`config.mk`:
```
export PLATFORM = sky130hd
export DESIGN_NAME = immgen_pipe_flat
export DESIGN_NICKNAME = d
export VERILOG_FILES = /design/src/rtl/immgen_pkg.sv /design/src/rtl/immgen_pipe_if.sv /design/src/rtl/immgen_decode.sv /design/src/rtl/immgen_pipe.sv /design/src/flat_wrapper.sv
export SDC_FILE = /design/constraint.sdc
export NUM_CORES = 1
export LEC_CHECK = 0
export ABC_AREA = 1
export CAP_MARGIN = 40
export CORE_UTILIZATION = 49
export CTS_BUF_LIST = sky130_fd_sc_hd__clkbuf_4
export CTS_CLUSTER_DIAMETER = 30
export DETAILED_ROUTE_END_ITERATION = 7
export PLACE_DENSITY = 0.78
export SLEW_MARGIN = 20
export SYNTH_ARGS = -nofsm -noshare
export SYNTH_HDL_FRONTEND = slang
export SYNTH_SLANG_ARGS = --single-unit
```
`constraint.sdc`:
```
create_clock -name clock -period 1.37 [get_ports clock]
set_input_delay 0.137 -clock clock [delete_from_list [all_inputs] [get_ports clock]]
set_output_delay 0.137 -clock clock [all_outputs]
set_load 0.05 [all_outputs]
```
`src/rtl/immgen_pkg.sv`:
```
// immgen_pkg: shared opcodes, format codes and decoded-result type for the immediate generator.
// Contents: RV32I opcode constants, fmt_e format enum, imm_res_t {imm, fmt, invalido}.
// imm is carried at the widest supported XLEN (64) and truncated by the consumer.
package immgen_pkg;
   localparam logic [6:0] OPC_LOAD   = 7'b0000011;
   localparam logic [6:0] OPC_OPIMM  = 7'b0010011;
   localparam logic [6:0] OPC_STORE  = 7'b0100011;
   localparam logic [6:0] OPC_BRANCH = 7'b1100011;
   localparam logic [6:0] OPC_LUI    = 7'b0110111;
   localparam logic [6:0] OPC_AUIPC  = 7'b0010111;
   localparam logic [6:0] OPC_JAL    = 7'b1101111;
   localparam logic [6:0] OPC_JALR   = 7'b1100111;
   localparam logic [6:0] OPC_OP     = 7'b0110011;
   localparam logic [6:0] OPC_SYSTEM = 7'b1110011;
   localparam int IMM_W = 64;
   typedef enum logic [2:0] {
      FMT_R = 3'd0, FMT_I = 3'd1, FMT_S = 3'd2, FMT_B = 3'd3,
      FMT_U = 3'd4, FMT_J = 3'd5, FMT_SH = 3'd6, FMT_NONE = 3'd7
   } fmt_e;
   typedef struct packed {
      logic [IMM_W-1:0] imm;
      fmt_e             fmt;
      logic             invalido;
   } imm_res_t;
endpackage

```
`src/rtl/immgen_pipe_if.sv`:
```
// immgen_pipe_if: valid/ready bundle between the decode front end and the immediate generator.
// Input side: in_valid, in_ready, instrucao. Output side: out_valid, out_ready,
// imediatoGerado (XLEN), formato (3), imm_invalido. slave = generator, master = its environment.
interface immgen_pipe_if #(parameter int XLEN = 32);
   logic            in_valid;
   logic            in_ready;
   logic [31:0]     instrucao;
   logic            out_valid;
   logic            out_ready;
   logic [XLEN-1:0] imediatoGerado;
   logic [2:0]      formato;
   logic            imm_invalido;
   modport master (output in_valid, instrucao, out_ready,
                   input  in_ready, out_valid, imediatoGerado, formato, imm_invalido);
   modport slave  (input  in_valid, instrucao, out_ready,
                   output in_ready, out_valid, imediatoGerado, formato, imm_invalido);
endinterface

```
`src/rtl/immgen_decode.sv`:
```
// immgen_decode: combinational RV32I immediate decode of one instruction word.
// Ports: instr_i (32) raw instruction; res_o decoded {imm sign-extended to 64, fmt, invalido}.
// Shift-amount forms are zero-extended over SHAMT_W bits.
module immgen_decode
   import immgen_pkg::*;
#(
   parameter int XLEN    = 32,
   parameter int SHAMT_W = 5
) (
   input  logic [31:0] instr_i,
   output imm_res_t    res_o
);
   logic [2:0]       f3;
   fmt_e             fmt;
   logic [IMM_W-1:0] i_imm, s_imm, b_imm, u_imm, j_imm, sh_imm;
   assign f3     = instr_i[14:12];
   assign i_imm  = {{52{instr_i[31]}}, instr_i[31:20]};
   assign s_imm  = {{52{instr_i[31]}}, instr_i[31:25], instr_i[11:7]};
   assign b_imm  = {{51{instr_i[31]}}, instr_i[31], instr_i[7], instr_i[30:25], instr_i[11:8], 1'b0};
   assign u_imm  = {{32{instr_i[31]}}, instr_i[31:12], 12'b0};
   assign j_imm  = {{43{instr_i[31]}}, instr_i[31], instr_i[19:12], instr_i[20], instr_i[30:21], 1'b0};
   assign sh_imm = IMM_W'(instr_i[20+SHAMT_W-1:20]);
   always_comb begin
      fmt = FMT_NONE;
      case (instr_i[6:0])
         OPC_LOAD, OPC_JALR, OPC_SYSTEM: fmt = FMT_I;
         OPC_OPIMM:                      fmt = (f3 == 3'b001 || f3 == 3'b101) ? FMT_SH : FMT_I;
         OPC_STORE:                      fmt = FMT_S;
         OPC_BRANCH:                     fmt = FMT_B;
         OPC_LUI, OPC_AUIPC:             fmt = FMT_U;
         OPC_JAL:                        fmt = FMT_J;
         OPC_OP:                         fmt = FMT_R;
         default:                        fmt = FMT_NONE;
      endcase
   end
   always_comb begin
      res_o.fmt      = fmt;
      res_o.invalido = fmt == FMT_NONE;
      res_o.imm      = fmt == FMT_I  ? i_imm  :
                       fmt == FMT_S  ? s_imm  :
                       fmt == FMT_B  ? b_imm  :
                       fmt == FMT_U  ? u_imm  :
                       fmt == FMT_J  ? j_imm  :
                       fmt == FMT_SH ? sh_imm : '0;
   end
endmodule

```
`src/rtl/immgen_pipe.sv`:
```
// immgen_pipe: registered immediate generator with a two-entry (main + skid) output buffer.
// Ports: clock, reset (async active-low), flush (sync, drops all held beats), bus (slave side
// of immgen_pipe_if). in_ready comes straight from the skid valid register so there is no
// combinational path from out_ready back to in_ready.
module immgen_pipe
   import immgen_pkg::*;
#(
   parameter int XLEN    = 32,
   parameter int SHAMT_W = (XLEN == 64) ? 6 : 5
) (
   input  logic          clock,
   input  logic          reset,
   input  logic          flush,
   immgen_pipe_if.slave  bus
);
   imm_res_t dec, main_q, main_d, skid_q, skid_d;
   logic     main_v_q, main_v_d, skid_v_q, skid_v_d;
   logic     acc, drain, load;
   immgen_decode #(.XLEN(XLEN), .SHAMT_W(SHAMT_W)) u_dec (
      .instr_i (bus.instrucao),
      .res_o   (dec)
   );
   // main takes a new beat whenever it is empty or being consumed; skid has priority so order holds
   always_comb begin
      acc      = bus.in_valid && !skid_v_q;
      drain    = main_v_q && bus.out_ready;
      load     = !main_v_q || drain;
      main_d   = (load && skid_v_q) ? skid_q : (load && acc) ? dec : main_q;
      main_v_d = !flush && (!load || skid_v_q || acc);
      skid_d   = (acc && !load) ? dec : skid_q;
      skid_v_d = !flush && (skid_v_q ? !load : acc && !load);
   end
   always_ff @(posedge clock or negedge reset) begin
      if (!reset) begin
         main_q   <= '0;
         skid_q   <= '0;
         main_v_q <= 1'b0;
         skid_v_q <= 1'b0;
      end else begin
         main_q   <= main_d;
         skid_q   <= skid_d;
         main_v_q <= main_v_d;
         skid_v_q <= skid_v_d;
      end
   end
   assign bus.in_ready       = !skid_v_q;
   assign bus.out_valid      = main_v_q;
   assign bus.imediatoGerado = main_q.imm[XLEN-1:0];
   assign bus.formato        = main_q.fmt;
   assign bus.imm_invalido   = main_q.invalido;
   // upper immediate bits are pure sign copies when XLEN is narrower than the carried width
   if (XLEN < IMM_W) begin : g_hi
      logic unused_hi;
      assign unused_hi = ^main_q.imm[IMM_W-1:XLEN];
   end
endmodule

```
`src/flat_wrapper.sv`:
```
// flat-port wrapper written by rule: the top's interface ports become plain ports
module immgen_pipe_flat import immgen_pkg::*;
#(
   parameter int XLEN    = 32,
   parameter int SHAMT_W = (XLEN == 64) ? 6 : 5
)
  (clock, reset, flush, bus_in_valid, bus_instrucao, bus_out_ready, bus_in_ready, bus_out_valid, bus_imediatoGerado, bus_formato, bus_imm_invalido);
  immgen_pipe_if #(.XLEN(XLEN)) bus_i ();
  input  logic clock;
  input  logic reset;
  input  logic flush;
  input wire logic [$bits(bus_i.in_valid)-1:0] bus_in_valid;
  input wire logic [$bits(bus_i.instrucao)-1:0] bus_instrucao;
  input wire logic [$bits(bus_i.out_ready)-1:0] bus_out_ready;
  output wire logic [$bits(bus_i.in_ready)-1:0] bus_in_ready;
  output wire logic [$bits(bus_i.out_valid)-1:0] bus_out_valid;
  output wire logic [$bits(bus_i.imediatoGerado)-1:0] bus_imediatoGerado;
  output wire logic [$bits(bus_i.formato)-1:0] bus_formato;
  output wire logic [$bits(bus_i.imm_invalido)-1:0] bus_imm_invalido;
  assign bus_i.in_valid = bus_in_valid;
  assign bus_i.instrucao = bus_instrucao;
  assign bus_i.out_ready = bus_out_ready;
  assign bus_in_ready = bus_i.in_ready;
  assign bus_out_valid = bus_i.out_valid;
  assign bus_imediatoGerado = bus_i.imediatoGerado;
  assign bus_formato = bus_i.formato;
  assign bus_imm_invalido = bus_i.imm_invalido;
  immgen_pipe #(.XLEN(XLEN), .SHAMT_W(SHAMT_W)) u_core (.clock(clock), .reset(reset), .flush(flush), .bus(bus_i));
endmodule
```
==> flow_metrics.env <==
export IMPL_finalNetCount=761
export IMPL_cts_root_buffer="clkbuf_4"
export IMPL_grt_pass1_wl_um=19600
export IMPL_antenna_found_initial=0
export IMPL_ir_drop_v=0.000614
export IMPL_internal_power_w=0.00362
export IMPL_worst_slack_ns=-0.00987
export IMPL_grt_usage_pct=28.8
export IMPL_sequentialPowerShare_pct=46.7
export IMPL_holdCritPathClass="input port to asynchronous set/reset pin"
export IMPL_synth_largest_area_cell="dfrtp_1"
export IMPL_vias=4682
export IMPL_cp_startpoint="u_core.skid_v_q$_DFF_PN0_"
export IMPL_seq_area_frac_synth_pct=44.3
export IMPL_reg2reg_from="u_core.bus.out_valid$_DFF_PN0_"
export IMPL_area_delta_synth_final_pct=49.8
export IMPL_avgRoutedWirePerCell_um=16.5
export IMPL_worst_slew_pin_slew_ns=0.554
export IMPL_clkLatencyLatePin_ns=0.45
export IMPL_synthDistinctLibCells=26
export IMPL_worstPathRequired_ns=1.23
export IMPL_first_iter_violations=495
export IMPL_status="finished, violations left"
export IMPL_hold_viol_final=0
export IMPL_maxSlewViolCount=0
export IMPL_rsz0062_at_grt="yes"
export IMPL_core_area_um2=8260
export IMPL_p_per_area_nw_per_um2=867
export IMPL_maxCapViolCount=0
export IMPL_first_global_vias=4265
export IMPL_row_count=33
export IMPL_ant_nets=0
export IMPL_fin_crit_ns=1.38
export IMPL_drtPass1Iterations=7
export IMPL_syn_instance_count=612
export IMPL_numPortBuffers=74
export IMPL_num_antenna_cells=0
export IMPL_worstPathMaxFanout=7
export IMPL_die_h_um=94.4
export IMPL_grt_start_max_net_pins=53
export IMPL_cts_buffers=9
export IMPL_fin_hold_ws_ns=0.195
export IMPL_synth_area_um2=4180
export IMPL_filler_cell_count=581
export IMPL_ios=75
export IMPL_pwr_share_comb_pct=27.4
export IMPL_initial_core_util_pct=50.7
export IMPL_violations="setup timing"
export IMPL_path_clk_slew_ns=0.14
export IMPL_synth_area_per_cell_um2=6.83
export IMPL_cts_buffer_depth=2
export IMPL_syn_nets=649
export IMPL_gp_congestion=0.911
export IMPL_final_util_pct=75.9
export IMPL_ys_warn_count=0
export IMPL_dieArea_um2=8910
export IMPL_start_kind="register"
export IMPL_skew_ns=0.0186
export IMPL_tritoncts="built"
export IMPL_synth_top_area_share_pct=44.3
export IMPL_crit_arrival_ns=1.24
export IMPL_switching_share_pct=33.4
export IMPL_pwr_share_clk_pct=25.9
export IMPL_overflow=0
export IMPL_finalCritPeriodShare_pct=101
export IMPL_netlist_top_cells_area="dfrtp_1 (44%), nand2_1 (19%), nor2_1 (9.3%)"
export IMPL_max_slew_margin_pct=63.0
export IMPL_setup_viol=1
export IMPL_route_detailed_drc=0
export IMPL_avgViaCountPerCell=5.61
export IMPL_drive_gt1_share_pct=21.0
export IMPL_cp_end_kind="output pin"
export IMPL_p_leak_nw=3.44
export IMPL_max_freq_mhz=725
export IMPL_cts_sinks=74
export IMPL_die_w_um=94.4
export IMPL_h_tree_depth=3
export IMPL_crit_type="register to output pin"
export IMPL_wirelength_um=13800
export IMPL_switching_power_w=0.00181
export IMPL_tns_ns=-0.00987
export IMPL_dp_hpwl_um=8480
export IMPL_ys_ff_latch=74
[flip-flops by register name, indices dropped and copies added, names as in the netlist]
register and flops:
u_core.bus.imediatoGerado 32, u_core.bus.formato 3, u_core.skid_v_q 1, u_core.bus.imm_invalido 1, u_core.bus.out_valid 1, u_core.skid_q 36
[metrics by stage]
| stage | setup slack [ns] | std cells | area [um2] | total power (W) |
|---|---|---|---|---|
| 2_1_floorplan | -0.0282 | 612 | 4260 | 0.00321 |
| 3_3_place_gp | -0.501 | 794 | 5680 | 0.00386 |
| 3_5_place_dp | -0.606 | 794 | 5680 | 0.00391 |
| 4_1_cts | -0.0698 | 812 | 5870 | 0.00531 |
| 5_1_grt | -0.0598 | 834 | 6270 | 0.00567 |
| 6_report | -0.00987 | 834 | 6270 | 0.00543 |
[logic make-up after synthesis]
| family | synth area share, % |
|---|---|
| flops | 44.3 |
| simple gates | 40.8 |
| compound gates | 7.36 |
| buf+inv | 7.60 |
[power groups by stage]
stage                     sequential, W  combinational, W  clock, W
after floorplan                 0.00278          0.000434         0
after global placement          0.00256           0.00130         0
after detailed placement        0.00257           0.00134         0
after CTS                       0.00253           0.00135   0.00143
after global routing            0.00255           0.00158   0.00153
final                           0.00254           0.00149   0.00141
[final cells by class]
cell class	count	area, um2	area share [%]
multi-input combinational	465	2120	33.8
clock buffer	9	67.6	1.08
tap	105	131	2.10
timing repair buffer	131	1860	29.7
inverter	43	168	2.68
sequential	74	1850	29.6
clock inverter	7	68.8	1.10
[synthesized netlist by cell type]
cell type and number:
nand2_1 208, nor2_1 104, nand3_1 76, dfrtp_1 74
inv_1 33, a21oi_1 27, clkbuf_1 15, a31oi_1 12
o21ai_1 10, inv_2 9, buf_2 7, nand2_2 7
o21ai_0 6, buf_1 3, buf_6 3, nor2_4 3
buf_4 2, nand2_4 2, nand3_2 2, nand4_1 2
o21ai_2 2, clkbuf_2 1, clkinv_1 1, nor2_2 1
nor3_1 1, nor3_2 1
[path summary, 6_finish.rpt]
path | endpoint | slack [ns] | cells past startpoint
max | bus_in_ready | -0.01 | 3
min | u_core.skid_q[11]$_DFFE_PN0P_ | 0.19 | 3
max reg2reg | u_core.bus.imediatoGerado[27]$_DFFE_PN0P_ | 0.01 | 9
min reg2reg | u_core.skid_q[13]$_DFFE_PN0P_ | 0.49 | 2
max in group asynchronous | u_core.skid_q[1]$_DFFE_PN0P_ | 0.88 | 3
min in group clock | u_core.skid_v_q$_DFF_PN0_ | 0.28 | 2
[repair_timing]
| action | CTS | global route |
|---|---|---|
| endpoints found under the hold margin | 74 | 0 |
| resized for setup | 13 | 21 |
| gates cloned | 0 | 8 |
| buffers inserted | 1 | 14 |
| setup endpoints to repair | 62 | 73 |
| pin swaps | 0 | 8 |
| hold buffers | 1 | 0 |
[cells in the final DEF (no fill, tap or decap), types with 2 or more instances in the layout]
cell and count:
a21oi_1 24, a21oi_2 3, a31oi_1 12, buf_12 52
buf_4 34, clkbuf_16 7, clkbuf_4 9, clkdlybuf4s50_1 28
clkinv_2 3, dfrtp_1 73, dlygate4sd2_1 2, dlymetal6s2s_1 5
inv_1 30, inv_2 11, inv_6 2, nand2_1 208
nand2_2 5, nand2_4 2, nand2_8 3, nand3_1 76
nand4_1 2, nor2_1 97, nor2_2 7, nor2_4 4
o21ai_0 6, o21ai_1 10
[critical path, cell delays in order, from the launching register on]
cell,delay [ns]
dfrtp_1,0.42
inv_2,0.12
buf_12,0.13
buf_12,0.13
[routing by layer]
layer / global-route usage [%] / vias up / wire length, um
met5: 0 / - / 0
met2: 49.3 / 268 / 6960
li1: - / 2165 / -
met4: 11.3 / 0 / 433
met3: 5.56 / 49 / 1050
met1: 35.8 / 2200 / 5340
Power figures use the tool's default switching activity.
